[src/rtl/cmd_rx_decoder.sv]
// Host-command receive path: frames UART bytes into STATUS/WRITE/CLEAR commands,
// validates the XOR check byte and dispatches, flagging malformed frames on err_valid.
module cmd_rx_decoder #(
  parameter int ADDR_W         = 16,
  parameter int TIMEOUT_CYCLES = 100000
) (
  input  logic              CLK,
  input  logic              rst,
  input  logic [7:0]        rx_data,
  input  logic              rx_valid,
  output logic              status_req,
  output logic              cmd_valid,
  output logic [1:0]        cmd_op,
  output logic [ADDR_W-1:0] cmd_addr,
  output logic [7:0]        cmd_data,
  input  logic              cmd_ready,
  output logic              err_valid,
  output logic [2:0]        err_code
);

  localparam int                GAP_W    = $clog2(TIMEOUT_CYCLES);
  localparam logic [GAP_W-1:0]  GAP_LAST = GAP_W'(TIMEOUT_CYCLES - 2);

  localparam logic [7:0] OP_STATUS = 8'h01;
  localparam logic [7:0] OP_WRITE  = 8'h02;
  localparam logic [7:0] OP_CLEAR  = 8'h03;

  localparam logic [2:0] ERR_OPCODE   = 3'd1;
  localparam logic [2:0] ERR_CHECKSUM = 3'd2;
  localparam logic [2:0] ERR_TIMEOUT  = 3'd3;
  localparam logic [2:0] ERR_OVERRUN  = 3'd4;

  typedef enum logic [1:0] {S_IDLE, S_PAYLOAD, S_CHECK, S_ISSUE} state_e;

  state_e              state_q, state_d;
  logic [7:0]          op_q, op_d;
  logic [1:0]          cnt_q, cnt_d;
  logic [7:0]          xor_q, xor_d;
  logic [7:0]          hi_q, hi_d;
  logic [7:0]          lo_q, lo_d;
  logic [7:0]          dat_q, dat_d;
  logic [GAP_W-1:0]    gap_q, gap_d;
  logic                status_req_q, status_req_d;
  logic                cmd_valid_q, cmd_valid_d;
  logic [1:0]          cmd_op_q, cmd_op_d;
  logic [ADDR_W-1:0]   cmd_addr_q, cmd_addr_d;
  logic [7:0]          cmd_data_q, cmd_data_d;
  logic                err_valid_q, err_valid_d;
  logic [2:0]          err_code_q, err_code_d;

  logic [15:0] addr_full;
  logic        gap_expire;
  logic        check_ok;
  logic        handshake;

  assign addr_full  = {hi_q, lo_q};
  // Expiry is judged on the cycle the count would reach TIMEOUT_CYCLES-1; a byte that cycle wins.
  assign gap_expire = !rx_valid && (gap_q == GAP_LAST);
  assign check_ok   = (rx_data == xor_q);
  assign handshake  = cmd_valid_q && cmd_ready;

  // NOTE: sequential state uses non-blocking (<=) so every register samples pre-edge values.
  always_ff @(posedge CLK) begin
    if (rst) begin
      state_q      <= S_IDLE;
      op_q         <= '0;
      cnt_q        <= '0;
      xor_q        <= '0;
      hi_q         <= '0;
      lo_q         <= '0;
      dat_q        <= '0;
      gap_q        <= '0;
      status_req_q <= 1'b0;
      cmd_valid_q  <= 1'b0;
      cmd_op_q     <= '0;
      cmd_addr_q   <= '0;
      cmd_data_q   <= '0;
      err_valid_q  <= 1'b0;
      err_code_q   <= '0;
    end else begin
      state_q      <= state_d;
      op_q         <= op_d;
      cnt_q        <= cnt_d;
      xor_q        <= xor_d;
      hi_q         <= hi_d;
      lo_q         <= lo_d;
      dat_q        <= dat_d;
      gap_q        <= gap_d;
      status_req_q <= status_req_d;
      cmd_valid_q  <= cmd_valid_d;
      cmd_op_q     <= cmd_op_d;
      cmd_addr_q   <= cmd_addr_d;
      cmd_data_q   <= cmd_data_d;
      err_valid_q  <= err_valid_d;
      err_code_q   <= err_code_d;
    end
  end

  always_comb begin
    // NOTE: default assignment first so no path leaves state_d unassigned (no latch).
    state_d = state_q;
    unique case (state_q)
      S_IDLE: begin
        if (rx_valid) begin
          if (rx_data == OP_STATUS)                            state_d = S_CHECK;
          else if (rx_data == OP_WRITE || rx_data == OP_CLEAR) state_d = S_PAYLOAD;
        end
      end
      S_PAYLOAD: begin
        if (rx_valid) begin
          if (cnt_q == 2'd1) state_d = S_CHECK;
        end else if (gap_expire) begin
          state_d = S_IDLE;
        end
      end
      S_CHECK: begin
        if (rx_valid) begin
          state_d = (check_ok && op_q != OP_STATUS) ? S_ISSUE : S_IDLE;
        end else if (gap_expire) begin
          state_d = S_IDLE;
        end
      end
      S_ISSUE: begin
        if (handshake) state_d = S_IDLE;
      end
      default: state_d = S_IDLE;
    endcase
  end

  always_comb begin
    op_d         = op_q;
    cnt_d        = cnt_q;
    xor_d        = xor_q;
    hi_d         = hi_q;
    lo_d         = lo_q;
    dat_d        = dat_q;
    gap_d        = gap_q;
    status_req_d = 1'b0;
    cmd_valid_d  = cmd_valid_q;
    cmd_op_d     = cmd_op_q;
    cmd_addr_d   = cmd_addr_q;
    cmd_data_d   = cmd_data_q;
    err_valid_d  = 1'b0;
    err_code_d   = err_code_q;

    unique case (state_q)
      S_IDLE: begin
        if (rx_valid) begin
          op_d  = rx_data;
          xor_d = rx_data;
          gap_d = '0;
          if (rx_data == OP_WRITE) begin
            cnt_d = 2'd3;
          end else if (rx_data == OP_CLEAR) begin
            cnt_d = 2'd1;
          end else if (rx_data != OP_STATUS) begin
            err_valid_d = 1'b1;
            err_code_d  = ERR_OPCODE;
          end
        end
      end
      S_PAYLOAD: begin
        if (rx_valid) begin
          xor_d = xor_q ^ rx_data;
          cnt_d = cnt_q - 2'd1;
          gap_d = '0;
          // The counter doubles as the field selector: WRITE counts 3..1, CLEAR only 1.
          if (cnt_q == 2'd3)      hi_d  = rx_data;
          else if (cnt_q == 2'd2) lo_d  = rx_data;
          else                    dat_d = rx_data;
        end else if (gap_expire) begin
          gap_d       = '0;
          err_valid_d = 1'b1;
          err_code_d  = ERR_TIMEOUT;
        end else begin
          gap_d = gap_q + 1'b1;
        end
      end
      S_CHECK: begin
        if (rx_valid) begin
          gap_d = '0;
          if (!check_ok) begin
            err_valid_d = 1'b1;
            err_code_d  = ERR_CHECKSUM;
          end else if (op_q == OP_STATUS) begin
            status_req_d = 1'b1;
          end else begin
            cmd_valid_d = 1'b1;
            cmd_op_d    = (op_q == OP_WRITE) ? 2'd1 : 2'd2;
            cmd_addr_d  = (op_q == OP_WRITE) ? addr_full[ADDR_W-1:0] : '0;
            cmd_data_d  = dat_q;
          end
        end else if (gap_expire) begin
          gap_d       = '0;
          err_valid_d = 1'b1;
          err_code_d  = ERR_TIMEOUT;
        end else begin
          gap_d = gap_q + 1'b1;
        end
      end
      S_ISSUE: begin
        if (rx_valid) begin
          err_valid_d = 1'b1;
          err_code_d  = ERR_OVERRUN;
        end
        if (handshake) begin
          cmd_valid_d = 1'b0;
          cmd_op_d    = 2'd0;
        end
      end
      default: ;
    endcase
  end

  assign status_req = status_req_q;
  assign cmd_valid  = cmd_valid_q;
  assign cmd_op     = cmd_op_q;
  assign cmd_addr   = cmd_addr_q;
  assign cmd_data   = cmd_data_q;
  assign err_valid  = err_valid_q;
  assign err_code   = err_code_q;

endmodule

[config.mk]
export PLATFORM = sky130hd
export DESIGN_NAME = cmd_rx_decoder
export DESIGN_NICKNAME = d
export VERILOG_FILES = /design/src/rtl/cmd_rx_decoder.sv
export SDC_FILE = /design/constraint.sdc
export NUM_CORES = 1
export LEC_CHECK = 0
export ABC_AREA = 1
export BUFFER_PORTS_ARGS = -buffer_cell sky130_fd_sc_hd__buf_4
export CAP_MARGIN = 25
export CORE_MARGIN = 8
export CORE_UTILIZATION = 30
export CTS_CLUSTER_DIAMETER = 120
export DETAILED_ROUTE_END_ITERATION = 8
export HOLD_SLACK_MARGIN = 0.12
export SYNTH_ARGS = -nofsm -noshare
export SYNTH_HDL_FRONTEND = slang
export SYNTH_SLANG_ARGS = --single-unit
[constraint.sdc]
create_clock -name CLK -period 2.9 [get_ports CLK]
set_input_delay 0.29 -clock CLK [delete_from_list [all_inputs] [get_ports CLK]]
set_output_delay 0.29 -clock CLK [all_outputs]
set_load 0.01 [all_outputs]
==> flow_metrics.py, run 1 <==
metrics = {
    "synthesis": {
        "ys_types": 40,
        "syn_area_per_cell_um2": 7.30,
        "ys_async_sr_fraction_pct": 0,
        "synth_ff_type": "dfxtp_1",
        "synth_area_um2": 4420,
        "ys_ff_latch": 93,
        "synth.top_cell.area_share_pct": 42.1,
        "synth_nets": 627,
        "synth-edff-count": 0,
        "synth.area.top_cells": "dfxtp_1 (42%), nand2_1 (9.6%), a21oi_1 (7.4%), nor2_1 (4.8%), inv_1 (4.3%)",
        "synthCells": 605,
        "yosysWarnings": 0,
        "yosysTopAreaCell": "dfxtp_1",
        "ys_seq_area_share_pct": 42.1,
    },
    "critical_path": {
        "worstSetupStartpointType": "register",
        "worst_setup_path_end_kind": "register",
        "crit_type": "reg -> reg",
        "cp_max_fo": 11,
        "crit_arrival_ns": 2.45,
        "worstPathRequired_ns": 3.16,
    },
    "clock_network": {
        "cts.sinks": 93,
        "worstSkewPairLatency_ns": 0.34,
        "cts_root_buf": "clkbuf_16",
        "postCtsHoldBufs": 0,
        "post_cts_buffers": 0,
        "htree_levels": 3,
        "cts_resized": 0,
        "path_clk_slew_ns": 0.07,
        "cts_tree": "built",
        "cts_buffers": 9,
        "max-clock-path-buffers": 2,
    },
    "detailed_routing": {
        "drtPass1Iterations": 5,
        "detail_route.wl_per_cell_um": 13.5,
        "vias": 4059,
        "drc_errors": 0,
        "viasPerCell": 4.90,
        "drtAntennaViolNets": 0,
        "initialDrtViolationCount": 272,
        "drt-total-wl_mm": 11.2,
    },
    "power": {
        "p_leak_uw": 0.00210,
        "power.density_nw_per_um2": 628,
        "combPwrFrac_pct": 20.9,
        "switching_share_pct": 32.5,
        "p_sw_uw": 1050,
        "p_seq_share_pct": 43.8,
        "p_clk_share_pct": 35.3,
        "ir_drop_mv": 0.289,
        "p_int_uw": 2190,
    },
    "placed_design": {
        "portBuffers": 43,
        "place_congestion": 0.851,
        "dpl_worst_slack_ns": 0.758,
        "hpwlAfterDp_mm": 7.76,
    },
    "timing": {
        "slew-limit-headroom_pct": 62.4,
        "fin_ws_ns": 0.717,
        "slew_violations": 0,
        "tightest_slew_ns": 0.564,
        "min_period_over_period_pct": 75.3,
        "setup_viol_count_final": 0,
        "min_period_ns": 2.18,
        "rsz0062_at_grt": "false",
        "hold_viol_final": 0,
        "finClkSkew_ns": 0.0115,
        "fmax_ghz": 0.458,
        "final.setup.tns_ns": 0,
    },
    "finish": {
        "drive_above_1_share_pct": 13.6,
        "n_antenna_cell": 0,
        "fin_nets": 662,
        "areaGrowthSynthToFinish_pct": 16.9,
    },
    "floorplanning": {
        "chipHeight_um": 137,
        "io_pins": 44,
        "start_util_pct": 30.5,
        "row_count": 44,
        "dieArea_um2": 18900,
        "coreArea_um2": 14500,
        "die_w_um": 137,
    },
    "global_route": {
        "grt_first_pass_wirelength_mm": 18.7,
        "grt_max_degree": 57,
        "grt_usage_pct": 12.2,
        "grt_pass1_vias": 3834,
        "grt.overflow.total": 0,
        "antenna_found_initial": 0,
    },
    "run_status": {
        "status": "completed",
    },
    "flow_run": {
        "maxCapViolCount": 0,
    },
    "min_path": {
        "hp-class": "in -> reg",
    },
}
==> placed cells by master (no fill, tap or decap), types with 2 or more instances in the layout <==
master and n:
nand4_1 16, nor2_1 56, nand3_2 2, and2_1 2, a21oi_1 65, inv_1 51
o211ai_1 2, o22ai_1 11, o211a_1 8, dfxtp_1 93, o21ai_0 37, a31oi_1 2
clkbuf_16 9, nor3_1 23, nand2_1 113, xor2_1 3, nand3_1 27, inv_6 2
ha_1 10, buf_4 49, o21a_1 8, clkinv_2 2, inv_2 13, o21ai_1 23
==> final timing paths <==
check / slack [ns] / startpoint / endpoint / cells past startpoint
hold reg to reg: 0.46 / hi_q[6] / hi_q[6] / 2
setup / recovery: 0.72 / state_q[0] / cnt_q[1] / 9
setup reg to reg: 0.72 / state_q[0] / cnt_q[1] / 9
hold / removal: 0.27 / rx_data[3] / xor_q[3] / 4
==> power by group through the flow <==
stage	Clock, uW	Combinational (uW)	Sequential, uW
detailed placement	0	670	1450
floorplan	0	492	1440
global route	1210	771	1430
finish	1150	677	1420
global placement	0	668	1450
CTS	1170	674	1420
==> critical path, stage by stage (launching register included) <==
cell and delay, ns:
dfxtp_1 0.41, inv_1 0.11, ha_1 0.27, nand2_1 0.29, inv_2 0.13, nor2_2 0.35
inv_2 0.18, nand2_1 0.15, nor2_1 0.06, a211oi_1 0.15
==> metal layers <==
| layer | track usage (%) | part of all wire (%) |
|---|---|---|
| met1 | 16.5 | 50 |
| met2 | 18.7 | 43 |
| met3 | 3.46 | 5.8 |
| met4 | 3.38 | 1.3 |
| met5 | 0 | 0 |
==> area by class of cell <==
cell class | count | area, um^2
multi-input combinational | 422 | 2180
clock inverter | 5 | 41.3
clock buffer | 11 | 243
fill | 1561 | 9310
timing repair buffer | 49 | 368
inverter | 65 | 245
sequential | 93 | 1860
tap | 184 | 230
==> kinds of logic after synthesis <==
group | synth area share, %
AO/OA/AOI/OAI | 20.2
XOR/XNOR | 0.595
adder cells (fa/ha/maj) | 2.83
buffers and inverters | 8.58
flip-flops | 42.1
AND/OR/NAND/NOR | 25.6
==> per-stage QoR <==
| stage | hold WS [ns] | power [uW] | std cells | instance area, um^2 | util [%] |
|---|---|---|---|---|---|
| floorplan | 0.429 | 1930 | 605 | 4420 | - |
| global placement | 0.445 | 2120 | 813 | 4880 | 33.7 |
| global route | 0.290 | 3420 | 829 | 5170 | 35.7 |
| finish | 0.275 | 3240 | 829 | 5170 | 35.7 |
| CTS | 0.256 | 3260 | 829 | 5170 | 35.7 |
| detailed placement | 0.448 | 2120 | 813 | 4880 | 33.7 |
==> sequential cells by signal, summed over array words and instances (netlist names), 3 cells and up <==
signal,cells
lo_q,8
xor_q,8
op_q,8
hi_q,8
cmd_data,8
gap_q,17
cmd_addr,16
err_code,3
dat_q,8
==> synthesized netlist by cell type (all sizes together) (2+ instances only) <==
cell type / count
nand2: 113
dfxtp: 93
a21oi: 65
inv: 64
o21ai: 60
nor2: 59
nand3: 30
nor3: 25
nand4: 16
clkbuf: 13
buf: 12
o22ai: 11
ha: 10
o211a: 8
o21a: 8
xor2: 3
a31oi: 2
and2: 2
o211ai: 2
or2: 2
Note: power is estimated with default switching activity, not from simulation.
==> run 2: changes to the inputs <==
==> constraint.sdc (replaced) <==
create_clock -name CLK -period 2.3 [get_ports CLK]
set_input_delay 0.23 -clock CLK [delete_from_list [all_inputs] [get_ports CLK]]
set_output_delay 0.23 -clock CLK [all_outputs]
set_load 0.01 [all_outputs]
==> run 2 against run 1 <==
Hold slack lost 0.068 ns. Non-clock buffer count up 10. First-iteration DRC count increased by 42%. Maximum frequency increased by 12%. Register-to-register slack worse by 0.37 ns. Die area stayed put. Clock power increased by 23%. Cell count up 1.2%. Core utilization grew 0.49 points. Sequential share of layout area fell by 0.49 points. Critical path type unchanged. Largest cell class unchanged.
==> flow_metrics.py, run 2 (synthesized netlist as in run 1, its figures left out) <==
metrics = {
    "finish": {
        "areaGrowthSynthToFinish_pct": 18.5,
        "fill_cells": 1550,
        "largest_reg_flops": 17,
        "most-common-layout-cells": "nand2_1 (113), dfxtp_1 (93), a21oi_1 (65)",
        "drive_above_1_share_pct": 15.0,
        "fin_nets": 672,
        "regMostFlops": "gap_q",
        "final_cells": 839,
        "final_common_cell": "nand2_1",
        "fin_util_pct": 36.2,
        "n_antenna_cell": 0,
    },
    "global_route": {
        "grt_usage_pct": 12.8,
        "grt_first_pass_wirelength_mm": 19.5,
        "antenna_found_initial": 0,
        "grt_max_degree": 43,
        "grt.overflow.total": 0,
        "grt_pass1_vias": 3887,
    },
    "clock_network": {
        "htree_levels": 3,
        "post_cts_buffers": 0,
        "cts_root_buf": "clkbuf_16",
        "cts_buffers": 9,
        "cts.sinks": 93,
        "max-clock-path-buffers": 2,
        "path_clk_slew_ns": 0.07,
        "cts_tree": "built",
        "postCtsHoldBufs": 0,
        "worstSkewPairLatency_ns": 0.35,
        "cts_resized": 0,
    },
    "power": {
        "ir_drop_mv": 0.369,
        "p_sw_uw": 1350,
        "p_seq_share_pct": 43.4,
        "power.density_nw_per_um2": 790,
        "p_leak_uw": 0.00215,
        "switching_share_pct": 32.6,
        "p_clk_share_pct": 34.3,
        "p_int_uw": 2790,
        "combPwrFrac_pct": 22.4,
    },
    "detailed_routing": {
        "initialDrtViolationCount": 387,
        "viasPerCell": 4.92,
        "drtAntennaViolNets": 0,
        "drc_errors": 0,
        "vias": 4124,
        "detail_route.wl_per_cell_um": 13.7,
        "drtPass1Iterations": 5,
        "drt-total-wl_mm": 11.5,
    },
    "critical_path": {
        "worstPathRequired_ns": 2.58,
        "r2r-start": "xor_q[4]",
        "crit_type": "reg -> reg",
        "worst_setup_path_end_kind": "register",
        "crit_arrival_ns": 2.23,
        "reg2reg_depth": 11,
        "worstSetupStartpointType": "register",
        "cp_max_fo": 42,
        "worstSetupStartpoint": "xor_q[4]",
    },
    "timing": {
        "final.setup.tns_ns": 0,
        "hold_viol_final": 0,
        "rsz0062_at_grt": "false",
        "fin_ws_ns": 0.346,
        "slew-limit-headroom_pct": 62.7,
        "tightest_slew_ns": 0.558,
        "setup_viol_count_final": 0,
        "slew_violations": 0,
        "min_period_ns": 1.95,
        "finClkSkew_ns": 0.00908,
        "min_period_over_period_pct": 85.0,
        "fmax_ghz": 0.512,
    },
    "floorplanning": {
        "chipHeight_um": 137,
        "row_count": 44,
        "die_w_um": 137,
        "io_pins": 44,
        "coreArea_um2": 14500,
        "start_util_pct": 30.5,
        "dieArea_um2": 18900,
    },
    "run_status": {
        "status": "completed",
    },
    "min_path": {
        "min_path_cells": 4,
        "worstHoldStart": "rx_data[2]",
        "hp-class": "in -> reg",
    },
    "placed_design": {
        "hpwlAfterDp_mm": 8.23,
        "place_congestion": 0.867,
        "portBuffers": 43,
        "dpl_worst_slack_ns": 0.293,
        "dp_cells": 823,
    },
    "flow_run": {
        "maxCapViolCount": 0,
    },
}
run 2: changes by cell type in the layout (fill, tap and decap cells not counted):
cell	change
buf_4	+10
clkbuf_8	-1
clkinv_4	+1
clkinvlp_4	-1
inv_6	+1
run 2: cell type report:
cell class	count	area (um^2)	share of cell area [%]
well taps	184	230	4.40
clock buffers	10	229	4.37
clock inverters	6	51.3	0.979
flip-flops and latches	93	1860	35.5
repair buffers	59	443	8.46
multi-input cells	422	2180	41.6
inverters	65	245	4.68
run 2: through the flow:
step | power (uW) | area, um^2 | hold slack [ns]
after CTS | 4180 | 5240 | 0.191
final | 4140 | 5240 | 0.207
after global routing | 4370 | 5240 | 0.226
after detailed placement | 2740 | 4960 | 0.443
after floorplan | 2440 | 4420 | 0.392
after global placement | 2760 | 4960 | 0.442
run 2: worst paths after layout:
check	end	slack, ns
max reg2reg	cmd_data[1]	0.35
max	cmd_data[1]	0.35
min reg2reg	op_q[7]	0.45
min	xor_q[2]	0.21
run 2: layer usage:
| layer | GRT usage, % | share of wire [%] |
|---|---|---|
| met3 | 3.50 | 5.9 |
| met4 | 3.38 | 0.77 |
| met1 | 17.4 | 49 |
| met5 | 0 | 0 |
| met2 | 19.4 | 45 |
run 2: worst max-delay path: stages (launching register included):
cell and delay (ns):
dfxtp_1 0.34, inv_1 0.06, nand2_1 0.05, nand2_1 0.05
nor2_1 0.10, nand2_1 0.11, nor2_4 0.20, nand3_4 0.18
nor2_8 0.44, buf_4 0.20, o21ai_1 0.05, nor2_1 0.09
run 2: power groups by stage:
stage	Sequential, uW	Combinational (uW)	Clock [uW]
after floorplan	1820	620	0
after global placement	1830	927	0
after detailed placement	1830	915	0
after CTS	1790	918	1470
after global routing	1810	1040	1520
final	1790	925	1420
==> run 3: changes to the inputs <==
--- a/config.mk
+++ b/config.mk
@@ -5,7 +5,7 @@
 export SDC_FILE = /design/constraint.sdc
 export NUM_CORES = 1
 export LEC_CHECK = 0
-export ABC_AREA = 1
+export ABC_AREA = 0
 export BUFFER_PORTS_ARGS = -buffer_cell sky130_fd_sc_hd__buf_4
 export CAP_MARGIN = 25
 export CORE_MARGIN = 8
==> constraint.sdc (replaced) <==
create_clock -name CLK -period 1.6 [get_ports CLK]
set_input_delay 0.16 -clock CLK [delete_from_list [all_inputs] [get_ports CLK]]
set_output_delay 0.16 -clock CLK [all_outputs]
set_load 0.01 [all_outputs]
==> run 3 against run 2 <==
Final area up 27%. Via count up 4.6%. Critical endpoint is now cmd_addr[14]. Die area down 0.10%. Maximum frequency down 1.9%. Largest power group unchanged. Synthesized cell count down 12%. Cell count up 1.2%. Power up 58%. Sequential share of layout area down 7.3 points. The run now ends with negative setup slack left.
==> flow_metrics.py, run 3 <==
metrics = {
    "run_status": {
        "status": "finished with violations",
        "violations": "negative setup slack",
    },
    "finish": {
        "final_common_cell": "buf_4",
        "most-common-layout-cells": "buf_4 (131), nand2_1 (81), dfxtp_1 (79)",
        "fill_cells": 1351,
        "final_cells": 849,
        "areaGrowthSynthToFinish_pct": 51.0,
        "largest_reg_flops": 17,
        "regMostFlops": "gap_q",
        "n_antenna_cell": 0,
        "drive_above_1_share_pct": 42.6,
        "fin_nets": 683,
        "post-route-cell-area_um2": 6660,
    },
    "power": {
        "power.density_nw_per_um2": 982,
        "p_leak_uw": 0.00254,
        "ir_drop_mv": 0.516,
    },
    "global_route": {
        "antenna_found_initial": 0,
        "grt_first_pass_wirelength_mm": 20.3,
        "grt.overflow.total": 0,
        "grt_pass1_vias": 4108,
        "grt_usage_pct": 13.5,
        "grt_max_degree": 42,
    },
    "detailed_routing": {
        "vias": 4313,
        "initialDrtViolationCount": 269,
        "drtPass1Iterations": 5,
        "detail_route.wl_per_cell_um": 15.7,
        "drc_errors": 0,
        "viasPerCell": 5.08,
        "drtAntennaViolNets": 0,
        "drt-total-wl_mm": 13.3,
    },
    "synthesis": {
        "synthCells": 532,
        "synth.area.top_cells": "dfxtp_1 (42%), nand2_1 (7.7%), a21oi_1 (6.8%), mux2i_1 (4.1%), nor2_1 (4.1%)",
        "yosysWarnings": 0,
        "synth_top_cells_by_count": "dfxtp_1 (93), nand2_1 (90), a21oi_1 (60)",
        "synth.most_common_cell": "dfxtp_1",
        "yosysTopAreaCell": "dfxtp_1",
        "synth-edff-count": 0,
        "syn_area_per_cell_um2": 8.30,
        "ys_types": 57,
        "synth_nets": 554,
        "ys_seq_area_share_pct": 42.2,
        "synth.top_cell.area_share_pct": 42.2,
        "synth_area_um2": 4410,
        "ys_ff_latch": 93,
        "ys_async_sr_fraction_pct": 0,
        "synth_ff_type": "dfxtp_1",
    },
    "floorplanning": {
        "coreArea_um2": 14500,
        "row_count": 44,
        "chipHeight_um": 137,
        "dieArea_um2": 18800,
        "start_util_pct": 30.5,
        "die_w_um": 137,
        "io_pins": 44,
    },
    "placed_design": {
        "post_dp_cell_area_um2": 5660,
        "hpwlAfterDp_mm": 8.70,
        "place_congestion": 0.840,
        "portBuffers": 43,
        "dp_cells": 813,
    },
    "critical_path": {
        "worstSetupStartpointType": "register",
        "crit_type": "reg -> reg",
        "reg2reg_depth": 10,
        "worstPathRequired_ns": 1.88,
        "crit_arrival_ns": 2.27,
        "worst_setup_path_end_kind": "register",
        "cp_max_fo": 13,
    },
    "clock_network": {
        "htree_levels": 3,
        "path_clk_slew_ns": 0.07,
        "cts_tree": "built",
        "cts_root_buf": "clkbuf_16",
        "max-clock-path-buffers": 2,
        "worstSkewPairLatency_ns": 0.35,
        "cts_buffers": 9,
        "cts.sinks": 93,
    },
    "timing": {
        "final.setup.tns_ns": -15.97,
        "finClkSkew_ns": 0.00942,
        "fin_ws_ns": -0.392,
        "setup_viol_count_final": 51,
        "min_period_over_period_pct": 125,
        "rsz0062_at_grt": "true",
        "hold_viol_final": 0,
        "tightest_slew_ns": 0.541,
        "fmax_ghz": 0.502,
        "slew_violations": 0,
        "min_period_ns": 1.99,
        "slew-limit-headroom_pct": 63.9,
    },
    "flow_run": {
        "maxCapViolCount": 0,
    },
    "min_path": {
        "min_path_cells": 3,
        "hp-class": "in -> reg",
    },
}
## run 3: changes by cell type in the layout (fill, tap and decap cells not counted), moves of 18 or more
cell	previous run	this run
a21oi_1	65	44
buf_4	59	131
inv_1	51	11
mux2i_1	0	18
nand2_1	113	81
o21ai_0	37	6
o21ai_1	23	2
## run 3: critical path, cell delays in order, from the launching register on
cell       delay [ns]
dfxtp_2          0.34
xor2_2           0.18
nor4_4           0.28
buf_4            0.19
nand3_4          0.07
buf_6            0.12
nor3b_4          0.17
buf_4            0.17
clkbuf_16        0.17
nand3_1          0.09
a21oi_1          0.14
## run 3: logic make-up (layout without fill, tap and decap cells)
| group | count (synthesis) | count (layout) | synth area share, % |
|---|---|---|---|
| multiplexers | 18 | 18 | 4.08 |
| buffers and inverters | 55 | 188 | 6.49 |
| adder cells (fa/ha/maj) | 10 | 10 | 2.84 |
| AND/OR/NAND/NOR | 225 | 225 | 25.0 |
| XOR/XNOR | 8 | 8 | 1.76 |
| flip-flops | 93 | 93 | 42.2 |
| AO/OA/AOI/OAI | 123 | 123 | 17.7 |
## run 3: worst paths after layout
kind | slack (ns) | to | start
setup / recovery | -0.39 | cmd_addr[14] | xor_q[7]
setup reg to reg | -0.39 | cmd_addr[14] | xor_q[7]
hold / removal | 0.15 | xor_q[3] | rx_data[3]
hold reg to reg | 0.45 | cmd_addr[4] | cmd_addr[4]
## run 3: per-stage QoR
stage               setup WS [ns]  hold WS (ns)  power (uW)  util (%)
finish                     -0.392         0.153        6540      46.0
global route               -0.488         0.170        6840      46.0
CTS                        -0.373         0.171        6350      42.9
detailed placement         -0.429         0.399        4060      39.1
global placement           -0.758         0.388        4010      39.0
floorplan                  -0.194         0.274        3480         -
## run 3: area by class of cell
cell class                      count  area (um^2)  area share (%)
Multi-Input combinational cell    384         2820            42.3
Sequential cell                    93         1880            28.2
Timing Repair Buffer              158         1380            20.7
Tap cell                          184          230            3.45
Clock buffer                        9          225            3.38
Clock inverter                      6         70.1            1.05
Inverter                           15         56.3           0.845
## run 3: metal layers
| layer | up-vias | share of wire [%] | track usage [%] |
|---|---|---|---|
| met2 | 99 | 49 | 22.8 |
| met4 | 0 | 1.6 | 5.31 |
| li1 | 2139 | - | - |
| met5 | - | 0 | 0 |
| met1 | 2061 | 44 | 16.4 |
| met3 | 14 | 4.9 | 3.06 |
## run 3: power breakdown
group / switching [uW] / leakage, uW / internal, uW
Sequential: 108 / 0.000759 / 2460
Combinational: 976 / 0.00164 / 844
Clock: 939 / 0.000146 / 1220
Total: 2020 / 0.00254 / 4520
## run 3: repair_timing
action | in CTS | in global routing
endpoints found under the hold margin | 1 | 0
buffers inserted | 6 | 12
gates resized for setup | 41 | 69
hold buffers | 1 | 0
cloned | 2 | 3
pin swaps | 18 | 45
setup endpoints to repair | 67 | 77
